$ cat src/rtl/spybuffer_reader_pkg.sv
// Shared constants, source-tag width helper and skid entry type for the spybuffer round-robin reader.
package spybuffer_reader_pkg;

   localparam int unsigned MAX_INPUTS         = 16;
   localparam int unsigned DEFAULT_DATA_WIDTH = 65;
   localparam int unsigned MAX_IDX_WIDTH      = 4;

   // Source tag width; a single source still carries a 1-bit tag.
   function automatic int unsigned idx_width(input int unsigned n);
      return (n <= 1) ? 1 : $clog2(n);
   endfunction

   // Skid entry in the default configuration (65-bit word, widest tag).
   typedef struct packed {
      logic [DEFAULT_DATA_WIDTH-1:0] data;
      logic [MAX_IDX_WIDTH-1:0]      src;
   } skid_entry_t;

endpackage

$ cat src/rtl/rr_arbiter.sv
// Combinational round-robin arbiter: grants the first requester strictly after ptr, wrapping.
module rr_arbiter #(
   parameter int unsigned N_INPUTS  = 4,
   parameter int unsigned IDX_WIDTH = 2
) (
   input  logic [N_INPUTS-1:0]  req,
   input  logic [IDX_WIDTH-1:0] ptr,
   input  logic                 enable,
   output logic [N_INPUTS-1:0]  grant,
   output logic [IDX_WIDTH-1:0] grant_idx
);

   logic                 found;
   logic [IDX_WIDTH-1:0] cand;

   always_comb begin
      grant     = '0;
      grant_idx = '0;
      found     = 1'b0;
      cand      = '0;
      for (int unsigned k = 1; k <= N_INPUTS; k++) begin
         cand = IDX_WIDTH'((32'(ptr) + k) % N_INPUTS);
         if (enable && !found && req[cand]) begin
            found       = 1'b1;
            grant[cand] = 1'b1;
            grant_idx   = cand;
         end
      end
   end

endmodule

$ cat src/rtl/spybuffer_rr_reader.sv
// Round-robin drain of a SpyBuffer FIFO bank into one tagged valid/ready stream.
// Define SPY_READER_WORD_COUNT_EN to add per-source accepted-word counters (word_count).
module spybuffer_rr_reader
   import spybuffer_reader_pkg::*;
#(
   parameter int unsigned DATA_WIDTH = DEFAULT_DATA_WIDTH,
   parameter int unsigned N_INPUTS   = 4,
   parameter int unsigned IDX_WIDTH  = idx_width(N_INPUTS)
) (
   input  logic                  clock,
   input  logic                  reset,
   input  logic [N_INPUTS-1:0]   fifo_empty,
   input  logic [DATA_WIDTH-1:0] fifo_read_data [N_INPUTS],
   output logic [N_INPUTS-1:0]   fifo_read_enable,
   output logic [DATA_WIDTH-1:0] out_data,
   output logic [IDX_WIDTH-1:0]  out_src,
   output logic                  out_valid,
   input  logic                  out_ready
`ifdef SPY_READER_WORD_COUNT_EN
   ,
   output logic [31:0]           word_count [N_INPUTS]
`endif
);

   if (N_INPUTS < 1 || N_INPUTS > MAX_INPUTS) begin : g_bad_n_inputs
      $error("spybuffer_rr_reader: N_INPUTS out of range");
   end

   typedef struct packed {
      logic [DATA_WIDTH-1:0] data;
      logic [IDX_WIDTH-1:0]  src;
   } entry_t;

   entry_t               head_q, tail_q, head_d, tail_d, cap;
   logic                 head_v_q, tail_v_q, head_v_d, tail_v_d;
   logic                 inflight_q;
   logic [IDX_WIDTH-1:0] inflight_idx_q;
   logic [IDX_WIDTH-1:0] ptr_q;
   logic [N_INPUTS-1:0]  req, grant;
   logic [IDX_WIDTH-1:0] grant_idx;
   logic [2:0]           pending;
   logic                 pop_out, issue_ok, issue;

   assign pop_out = head_v_q & out_ready;
   assign req     = ~fifo_empty;

   // Pop strobe is combinational so issue sees this cycle's occupancy; forced low while in reset.
   assign pending  = 3'(head_v_q) + 3'(tail_v_q) + 3'(inflight_q) - 3'(pop_out);
   assign issue_ok = !reset && (pending < 3'd2);

   rr_arbiter #(
      .N_INPUTS  (N_INPUTS),
      .IDX_WIDTH (IDX_WIDTH)
   ) u_arb (
      .req       (req),
      .ptr       (ptr_q),
      .enable    (issue_ok),
      .grant     (grant),
      .grant_idx (grant_idx)
   );

   assign issue            = |grant;
   assign fifo_read_enable = grant;

   assign cap.data = fifo_read_data[inflight_idx_q];
   assign cap.src  = inflight_idx_q;

   // Skid buffer as a 2-deep queue: drop the accepted head, then append the captured word.
   always_comb begin
      head_d   = head_q;
      tail_d   = tail_q;
      head_v_d = head_v_q;
      tail_v_d = tail_v_q;
      if (pop_out) begin
         head_d   = tail_q;
         head_v_d = tail_v_q;
         tail_v_d = 1'b0;
      end
      if (inflight_q) begin
         if (!head_v_d) begin
            head_d   = cap;
            head_v_d = 1'b1;
         end else begin
            tail_d   = cap;
            tail_v_d = 1'b1;
         end
      end
   end

   always_ff @(posedge clock or posedge reset) begin
      if (reset) begin
         head_q         <= '0;
         tail_q         <= '0;
         head_v_q       <= 1'b0;
         tail_v_q       <= 1'b0;
         inflight_q     <= 1'b0;
         inflight_idx_q <= '0;
         ptr_q          <= IDX_WIDTH'(N_INPUTS - 1);
      end else begin
         head_q     <= head_d;
         tail_q     <= tail_d;
         head_v_q   <= head_v_d;
         tail_v_q   <= tail_v_d;
         inflight_q <= issue;
         if (issue) begin
            inflight_idx_q <= grant_idx;
            ptr_q          <= grant_idx;
         end
      end
   end

   assign out_valid = head_v_q;
   assign out_data  = head_q.data;
   assign out_src   = head_q.src;

`ifdef SPY_READER_WORD_COUNT_EN
   always_ff @(posedge clock or posedge reset) begin
      if (reset) begin
         for (int unsigned i = 0; i < N_INPUTS; i++) word_count[i] <= '0;
      end else begin
         for (int unsigned i = 0; i < N_INPUTS; i++) begin
            if (pop_out && head_q.src == IDX_WIDTH'(i)) word_count[i] <= word_count[i] + 32'd1;
         end
      end
   end
`endif

endmodule

$ cat config.mk
export PLATFORM = sky130hd
export DESIGN_NAME = spybuffer_rr_reader
export DESIGN_NICKNAME = d
export VERILOG_FILES = /design/src/rtl/spybuffer_reader_pkg.sv /design/src/rtl/rr_arbiter.sv /design/src/rtl/spybuffer_rr_reader.sv
export SDC_FILE = /design/constraint.sdc
export NUM_CORES = 1
export LEC_CHECK = 0
export ABC_AREA = 1
export CORE_MARGIN = 2
export CORE_UTILIZATION = 45
export CTS_BUF_LIST = sky130_fd_sc_hd__clkbuf_8 sky130_fd_sc_hd__clkbuf_16
export CTS_CLUSTER_SIZE = 8
export DETAILED_ROUTE_END_ITERATION = 7
export PLACE_DENSITY = 0.84
export SYNTH_ARGS = -nofsm -noshare
export SYNTH_HDL_FRONTEND = slang
export SYNTH_HIERARCHICAL = 1
export SYNTH_SLANG_ARGS = --single-unit
$ cat constraint.sdc
create_clock -name clock -period 11.4 [get_ports clock]
set_clock_uncertainty 0.2 [all_clocks]
set_input_delay 2.28 -clock clock [delete_from_list [all_inputs] [get_ports clock]]
set_output_delay 2.28 -clock clock [all_outputs]
set_load 0.02 [all_outputs]
==> metrics.txt, run 1 <==
Clk pin slew, worst setup/hold paths=approximately 0.050 ns; worst setup margin=about 3.8 ns; Reg2Reg Setup Slack=between 8 and 9 ns; # setup viols final=0; initial antenna violation count=0; hold buffer count at cts=0; CTS tree=done; worst hold path depth=2; layout cells sized above 1=around 4.7%; cell with the most instances after synthesis=nand2_1; total core area=about 0.019 mm²; total gr overflow=0; cell count after synthesis=approximately 1400; number of flops mapped to enable cells by yosys=0; Crit. End Element=output pin; critical hold path startpoint=tail_q[48]; Worst Setup Start Kind=input pin; later-pin clock latency in the skew report=around 0.4 ns; Worst EP arrival=around 5 ns; Site Rows=a little over 50; CTS root buf=clkbuf_16; outcome=finished, final reports clean; # DRC=0; syn nets=~1600; dpl cells=approximately 1900; r2r worst-path depth=18; Post-synth top cells=nand2_1, nand3_1, dfrtp_1; Worst-Margin Slew=approximately 0.98 ns; Mapped Area=just under 0.009 mm²; Final Wtd Congestion=0.8652; pre-CTS WS=3.849 ns; non-filler cells, final=just under 2000; Ports=339; port buffer count=~340; top cell type's share of synthesized area=between 30% and 40%; compound-gate portion of the synthesized area=under 10%; WL/cell=around 14 µm; vias in the first global route=about 8900; Slew HR=about 34%; final wirelength=27270 µm; unrepaired setup endpoints after global routing=no; maximum VDD drop=about 0.13 mV; DR pass1 iterations=5; chip height=between 100 and 150 µm; first-pass GRT wire length=around 43000 µm; critical path's slowest cell=clkdlybuf4s50_1; Die Wd=143.6 µm; die area=0.02062 mm²; deepest clock path buffer count=2; post-layout power=a little over 3000 µW; Final Cycle Share=between 60 and 70%; Post-CTS Setup Bufs=0; Detailed Route Iter0 Violations=around 570; pwr/cell area=about 240 mW/mm²; Hold WS=0.2786 ns; Starting Density=around 46%; largest family of logic cells by synthesized area=simple AND/OR/NAND/NOR gates; CTS Buf Count=17; synth unique cells=25; final hold violations=0; drt via density=between 4 and 5; crit-path max FO=6; dominant cells by area after synthesis=dfrtp_1, nand2_1, nand3_1; slowest stage delay, CP=0.60 ns; CP required=about 8.9 ns; post-synthesis mux area share=0%; sequential share of the synthesized area=40.27%; Area Growth Syn to Fin=45.81%; Post-Synth XOR/XNOR Area=0%; asr flop ratio synth=100.0%; Synth Flop Type=dfrtp_1; simple-gate share of the synthesized area=45.26%; antenna cells=0; count of pins over their slew limit=0; CP Cell Sequence=clkdlybuf4s50_1 -> nand2_2 -> inv_2 -> ha_1 -> inv_1 -> ha_1 -> a21oi_1 -> nor2_1 -> nor2_1 -> inv_1 -> nor2_2 -> nand2_1 -> nand2_1 -> clkinv_1 -> nand3_1 -> clkdlybuf4s50_1; Synth Area in Adders=between 1.5 and 2%; Final nets=about 1900; Crit Reg-Reg Startpoint=out_valid; PostCTS Resize Cnt=0; syn_area_per_cell=approximately 6.4 µm²; type of the worst min-delay path=reg2reg; total track usage=between 20% and 30%; total of max-cap violations=0; synth warn=6; hpwl dp=approximately 18000 µm; CTS Sinks=between 100 and 150; achievable frequency=between 100 and 150 MHz; Setup CP Type=in2out; RR Endpoint=inflight_idx_q[0]; setup TNS=0 ns; largest net degree at the start of global routing=98; Leak=about 0.0065 µW; crit path time final=about 7.6 ns; FF+latch count, synth=between 100 and 150; CTS HTree Levels=4; Worst Hold End=tail_q[48]; post-route ant nets=0; leading area contributor after synthesis=dfrtp_1; DR vias=between 9000 and 10000
## worst max-delay path, delay by kind of cell
family                   cells  cell delay [ns]
AO/OA/AOI/OAI                1             0.19
buffers and inverters        6             1.26
AND/OR/NAND/NOR              7             0.82
adder cells (fa/ha/maj)      2             0.53
## worst max-delay path by stage
| stage | start | to | slack, ns | cells after the start |
|---|---|---|---|---|
| 4_1_cts | out_ready | fifo_read_enable[3] | 3.83 | 16 |
| 3_5_place_dp | out_ready | fifo_read_enable[3] | 3.85 | 16 |
| 5_1_grt | out_ready | fifo_read_enable[2] | 3.64 | 16 |
| 6_report | out_ready | fifo_read_enable[3] | 3.83 | 16 |
| 3_3_place_gp | out_ready | fifo_read_enable[0] | 3.92 | 16 |
| 2_1_floorplan | reset | fifo_read_enable[0] | 2.70 | 9 |
## registers in the layout, summed over array words and instances, names as in the netlist
signal	cells
inflight_q	1
inflight_idx_q	2
out_valid	1
tail_q	67
out_data	65
out_src	2
tail_v_q	1
ptr_q	2
## power by group
group	leakage, µW	internal (µW)	total, µW	switching, µW
Combinational	0.00443	628	1590	960
Sequential	0.00174	745	891	146
Clock	0.000292	350	557	207
Total	0.00646	1720	3040	1310
## routing by layer
layer  share of wire, %  vias up  GRT usage (%)
met5                  0        -              0
met2                 49      365          45.14
met1                 40     4317          32.23
met4                2.2        0          8.101
li1                   -     4806              -
met3                8.5       42          6.798
## cell type report
type	instances	area [µm²]
Fill cell	1743	6486
Tap cell	265	331.6
Clock buffer	22	494.2
Clock inverter	10	112.6
Multi-Input combinational cell	1035	4439
Inverter	106	405.4
Timing Repair Buffer	349	3466
Sequential cell	141	3536
## through the flow
stage	util [%]	cell area, µm²
floorplan	-	8768
global placement	63.19	12180
detailed placement	63.19	12180
CTS	66.34	12780
global route	66.34	12780
finish	66.34	12780
## cell usage in the layout (no fill, tap or decap), drive strengths merged
master         instances
buf                   11
clkbuf                22
inv                  102
dfstp                  2
bufinv                 2
o21ai                 64
clkdlybuf4s50        338
clkinv                 8
nand2                721
ha                    11
nor2                   7
or2                    9
dfrtp                139
nand4                  6
clkinvlp               4
and2                   1
a21oi                  1
nand3                215
## cells by family after synthesis
group / count (synthesis)
AOI/OAI and AO/OA: 65
adders and majority gates: 11
buffers and inverters: 191
DFF: 141
and+or+nand+nor: 959
Power figures use the tool's default switching activity.
==> run 2, diff against run 1 <==
==> constraint.sdc (replaced) <==
create_clock -name clock -period 7.6 [get_ports clock]
set_clock_uncertainty 0.2 [all_clocks]
set_input_delay 1.52 -clock clock [delete_from_list [all_inputs] [get_ports clock]]
set_output_delay 1.52 -clock clock [all_outputs]
set_load 0.02 [all_outputs]
==> run 2 against run 1 <==
- via count is 0.92% higher
- sequential power is 49% higher
- global-route usage is 0.42 points higher
- critical endpoint is now fifo_read_enable[2]
- clock power is 52% higher
- power is 51% higher
- count of clock-buffer cells in the layout is 2 lower
- die area stayed put
- cell count is 0.10% lower
- final area stayed put
- sequential share of layout area stayed put
==> metrics.txt, run 2 (synthesized netlist as in run 1, its figures left out) <==
CTS root buf=clkbuf_16 (unchanged); Detailed Route Iter0 Violations=546 (was 565); commonest non-fill, non-tap cells in the layout=nand2_1, clkdlybuf4s50_1, nand3_1 (unchanged); CTS Sinks=141 (unchanged); Ports=339 (unchanged); total core area=0.01927 mm² (unchanged); critical path's slowest cell=clkdlybuf4s50_1 (unchanged); post-route ant nets=0 (unchanged); deepest clock path buffer count=2 (unchanged); Setup CP Type=in2out (unchanged); outcome=finished, final reports clean (unchanged); worst setup margin=1.492 ns (was 3.830 ns); antenna cells=0 (unchanged); first-pass GRT wire length=43700 µm (was 43060 µm); Leak=0.006459 µW (was 0.006460 µW); CP top delay family=buffers and inverters (unchanged); Slew HR=34.64% (was 34.41%); non-filler cells, final=1926 (was 1928); pwr/cell area=358.1 mW/mm² (was 237.5 mW/mm²); crit-path max FO=6 (unchanged); maximum VDD drop=0.1808 mV (was 0.1288 mV); drt via density=4.994 (was 4.943); crit path time final=a little over 6 ns; final hold violations=0 (unchanged); Final Cycle Share=80.37%; die area=0.02062 mm² (unchanged); total gr overflow=0 (unchanged); hpwl dp=18970 µm (was 18490 µm); CP required=5.88 ns (was 8.92 ns); hold buffer count at cts=0 (unchanged); r2r worst-path depth=18 (unchanged); dpl cells=1896 (unchanged); chip height=143.6 µm (unchanged); WL/cell=14.55 µm (was 14.15 µm); Fillers=1701 (was 1743); Area Growth Syn to Fin=45.81% (unchanged); Worst Setup Start Kind=input pin (unchanged); final wirelength=28030 µm (was 27270 µm); largest net degree at the start of global routing=98 (unchanged); critical hold path startpoint=tail_q[48] (unchanged); port buffer count=338 (unchanged); initial antenna violation count=0 (unchanged); CP Cell Sequence=clkdlybuf4s50_1 -> nand2_2 -> inv_2 -> ha_1 -> inv_1 -> ha_1 -> a21oi_1 -> nor2_1 -> nor2_1 -> inv_1 -> nor2_2 -> nand2_1 -> nand2_1 -> clkinv_1 -> nand3_1 -> clkdlybuf4s50_1 (unchanged); DR pass1 iterations=5 (unchanged); Final nets=1928 (unchanged); Crit Reg-Reg Startpoint=out_valid (unchanged); Die Wd=143.6 µm (unchanged); layout cells sized above 1=4.636% (was 4.690%); total track usage=26.62% (was 26.20%); RR Endpoint=inflight_idx_q[1] (was inflight_idx_q[0]); CTS tree=done (unchanged); # DRC=0 (unchanged); PostCTS Resize Cnt=0 (unchanged); worst hold path depth=2 (unchanged); achievable frequency=approximately 160 MHz; total of max-cap violations=0 (unchanged); CTS HTree Levels=4 (unchanged); commonest non-fill, non-tap cell in the layout=nand2_1 (unchanged); later-pin clock latency in the skew report=0.41 ns (about the same); Worst Hold End=tail_q[48] (unchanged); Worst-Margin Slew=0.9803 ns (was 0.9838 ns); post-layout power=4579 µW (was 3036 µW); buffers and inverters on the worst path=6 (unchanged); number of flip-flops in the largest register=67 (unchanged); type of the worst min-delay path=reg2reg (unchanged); vias in the first global route=9004 (was 8942); setup TNS=0 ns (unchanged); count of pins over their slew limit=0 (unchanged); Final Wtd Congestion=0.8985 (was 0.8652); unrepaired setup endpoints after global routing=no (unchanged); Clk pin slew, worst setup/hold paths=0.06 ns (was 0.05 ns); # setup viols final=0 (unchanged); Post-CTS Setup Bufs=0 (unchanged); CTS Buf Count=17 (unchanged); Crit. End Element=output pin (unchanged); DR vias=9618 (was 9530); Starting Density=45.50% (unchanged); slowest stage delay, CP=0.61 ns (was 0.60 ns); Worst EP arrival=4.39 ns (was 5.09 ns); pre-CTS WS=1.499 ns (was 3.849 ns); Largest Register=tail_q (unchanged); Site Rows=51 (unchanged); Reg2Reg Setup Slack=4.61 ns (was 8.44 ns)
==> run 2: cell types whose count changed in the layout (fill, tap and decap cells not counted) <==
cell	previous run	this run
bufinv_16	2	3
clkbuf_8	5	3
clkinv_4	1	2
clkinvlp_4	4	3
inv_1	93	92
==> run 2: worst max path at each step <==
| stage | from | to | slack, ns | cells past startpoint |
|---|---|---|---|---|
| after detailed placement | out_ready | fifo_read_enable[2] | 1.50 | 16 |
| after floorplan | reset | fifo_read_enable[0] | 0.42 | 9 |
| after global routing | out_ready | fifo_read_enable[2] | 1.35 | 16 |
| after CTS | out_ready | fifo_read_enable[2] | 1.50 | 16 |
| final | out_ready | fifo_read_enable[2] | 1.49 | 16 |
| after global placement | out_ready | fifo_read_enable[0] | 1.67 | 16 |
==> run 2: metal layers <==
metal  track usage [%]  up-vias  routed length (µm)
li1                  -     4798                   -
met1             31.31     4398               10950
met2             46.97      375               13960
met3             7.264       47                2430
met4             8.824        0                 686
met5                 0        -                   0
==> run 2: where the power goes <==
group	leakage (µW)	internal [µW]	switching, µW	total (µW)
Sequential	0.00174	1120	217	1330
Combinational	0.00443	941	1450	2400
Clock	0.000290	538	311	849
Total	0.00646	2600	1980	4580
==> run 2: final cells by class <==
class | instances | area [µm²] | area share, %
clock buffers | 20 | 466.7 | 3.650
clock inverters | 10 | 140.1 | 1.096
inverters | 106 | 405.4 | 3.171
multi-input cells | 1035 | 4439 | 34.72
flip-flops and latches | 141 | 3536 | 27.66
well taps | 265 | 331.6 | 2.593
repair buffers | 349 | 3466 | 27.11
==> run 2: stage by stage <==
step           util [%]  hold slack, ns  instance area (µm²)
2_1_floorplan         -          0.2492                 8768
3_5_place_dp      63.19          0.2654                12180
4_1_cts           66.34          0.2811                12780
6_report          66.34          0.2773                12780
5_1_grt           66.34          0.3020                12780
3_3_place_gp      63.19          0.2630                12180
==> run 2: worst min-delay path, stage by stage, from the launching register on <==
cell,delay [ns]
dfrtp_1,0.34
nand2_1,0.05
nand2_1,0.05
==> run 3, diff against run 2 <==
==> constraint.sdc (replaced) <==
create_clock -name clock -period 5.9 [get_ports clock]
set_clock_uncertainty 0.2 [all_clocks]
set_input_delay 1.18 -clock clock [delete_from_list [all_inputs] [get_ports clock]]
set_output_delay 1.18 -clock clock [all_outputs]
set_load 0.02 [all_outputs]
==> run 3 against run 2 <==
- combinational power increased by 28%
- wire length decreased by 1.8%
- die area unchanged
- critical endpoint is now fifo_read_enable[1]
- sequential share of layout area decreased by 0.081 points
- cell count increased by 0.10%
- critical path depth unchanged
- via count increased by 0.30%
- register-to-register slack got worse by 1.7 ns
==> metrics.txt, run 3 (synthesized netlist as in run 1, its figures left out) <==
Slew HR=36.07% (was 34.64%); largest net degree at the start of global routing=96 (was 98); Worst Setup Start Kind=input pin (unchanged); port buffer count=338 (unchanged); CTS Buf Count=17 (unchanged); crit path time final=about 5.4 ns; PostCTS Resize Cnt=0 (unchanged); total track usage=26.47% (was 26.62%); post-layout power=5945 µW (was 4579 µW); deepest clock path buffer count=2 (unchanged); total gr overflow=0 (unchanged); WL/cell=14.28 µm (was 14.55 µm); pre-CTS WS=0.5339 ns (was 1.499 ns); vias in the first global route=9044 (was 9004); CTS root buf=clkbuf_16 (unchanged); Area Growth Syn to Fin=46.23% (was 45.81%); Setup CP Type=in2out (unchanged); Clk pin slew, worst setup/hold paths=0.06 ns (about the same); initial antenna violation count=0 (unchanged); later-pin clock latency in the skew report=0.41 ns (about the same); Fillers=1723 (was 1701); CP top delay family=buffers and inverters (unchanged); # setup viols final=0 (unchanged); DR pass1 iterations=5 (unchanged); Crit. End Element=output pin (unchanged); final wirelength=27530 µm (was 28030 µm); crit-path max FO=6 (unchanged); commonest non-fill, non-tap cells in the layout=nand2_1, clkdlybuf4s50_1, nand3_1 (unchanged); type of the worst min-delay path=reg2reg (unchanged); # DRC=0 (unchanged); total of max-cap violations=0 (unchanged); first-pass GRT wire length=43390 µm (was 43700 µm); Post-CTS Setup Bufs=0 (unchanged); final core occ=66.54% (was 66.34%); CTS Sinks=141 (unchanged); die area=0.02062 mm² (unchanged); Final Cycle Share=92.06%; count of pins over their slew limit=0 (unchanged); drt via density=5.004 (was 4.994); Worst-Margin Slew=0.9589 ns (was 0.9803 ns); antenna cells=0 (unchanged); hold buffer count at cts=0 (unchanged); achievable frequency=between 150 and 200 MHz; critical path's slowest cell=clkdlybuf4s50_1 (unchanged); unrepaired setup endpoints after global routing=no (unchanged); DR vias=9647 (was 9618); Leak=0.006482 µW (was 0.006459 µW); Die Wd=143.6 µm (unchanged); Site Rows=51 (unchanged); Worst EP arrival=4.05 ns (was 4.39 ns); slowest stage delay, CP=0.61 ns (about the same); Final nets=1928 (unchanged); Final Wtd Congestion=0.8817 (was 0.8985); worst setup margin=0.4682 ns (was 1.492 ns); final hold violations=0 (unchanged); number of flip-flops in the largest register=67 (unchanged); CTS tree=done (unchanged); chip height=143.6 µm (unchanged); maximum VDD drop=0.1933 mV (was 0.1808 mV); dpl cells=1896 (unchanged); Ports=339 (unchanged); pwr/cell area=463.6 mW/mm² (was 358.1 mW/mm²); CP Cell Sequence=clkdlybuf4s50_1 -> nand2_2 -> inv_2 -> ha_1 -> inv_1 -> ha_1 -> a21oi_1 -> nor2_1 -> nor2_1 -> inv_1 -> nor2_2 -> nand2_1 -> nand2_1 -> clkinv_1 -> nand3_1 -> clkdlybuf4s50_1 (unchanged); hpwl dp=18780 µm (was 18970 µm); buffers and inverters on the worst path=6 (unchanged); post-route ant nets=0 (unchanged); setup TNS=0 ns (unchanged); Largest Register=tail_q (unchanged); Detailed Route Iter0 Violations=592 (was 546); CP required=4.52 ns (was 5.88 ns); commonest non-fill, non-tap cell in the layout=nand2_1 (unchanged); layout cells sized above 1=4.630% (was 4.636%); non-filler cells, final=1928 (was 1926); outcome=finished, final reports clean (unchanged); Starting Density=45.50% (unchanged); CTS HTree Levels=4 (unchanged); total core area=0.01927 mm² (unchanged)
## run 3: cell count changes in the layout (fill, tap and decap cells not counted), sizes merged
cell and change:
clkinv -1, clkbuf +1, bufinv +1, inv +1
## run 3: worst paths after layout
check | cells after the start | slack [ns] | end | startpoint
setup / recovery | 16 | 0.47 | fifo_read_enable[1] | out_ready
hold / removal | 2 | 0.28 | tail_q[51] | tail_q[51]
setup reg to reg | 18 | 2.88 | inflight_idx_q[1] | out_valid
hold reg to reg | 2 | 0.28 | tail_q[51] | tail_q[51]
max in group asynchronous | 4 | 2.63 | inflight_idx_q[0] | reset
min in group asynchronous | 3 | 1.27 | out_data[16] | reset
## run 3: stage by stage
step           cell area (µm²)  hold slack, ns
6_report                 12820          0.2762
5_1_grt                  12820          0.3040
4_1_cts                  12820          0.2810
3_5_place_dp             12180          0.2649
3_3_place_gp             12180          0.2641
2_1_floorplan             8772          0.2492
## run 3: tightest hold or removal path: stages (launching register included)
cell and delay [ns]:
dfrtp_1 0.34, nand2_1 0.05, nand2_1 0.05
## run 3: metal layers
| layer | part of all wire (%) | vias up | track usage, % |
|---|---|---|---|
| li1 | - | 4809 | - |
| met1 | 40 | 4427 | 30.95 |
| met2 | 50 | 355 | 47.32 |
| met3 | 8.5 | 56 | 7.398 |
| met4 | 1.9 | 0 | 7.688 |
| met5 | 0 | - | 0 |
## run 3: final cells by class
| cell class | count | area, µm² | area share, % |
|---|---|---|---|
| Inverter | 106 | 404.1 | 3.152 |
| Tap cell | 265 | 331.6 | 2.586 |
| Clock inverter | 11 | 165.2 | 1.288 |
| Timing Repair Buffer | 349 | 3466 | 27.03 |
| Multi-Input combinational cell | 1035 | 4439 | 34.62 |
| Clock buffer | 21 | 480.5 | 3.747 |
| Sequential cell | 141 | 3536 | 27.58 |
## run 3: where the power goes
group          internal, µW  total, µW  switching [µW]
logic                  1210       3080            1870
registers              1440       1710             274
clock network           750       1150             399
total                  3400       5950            2540
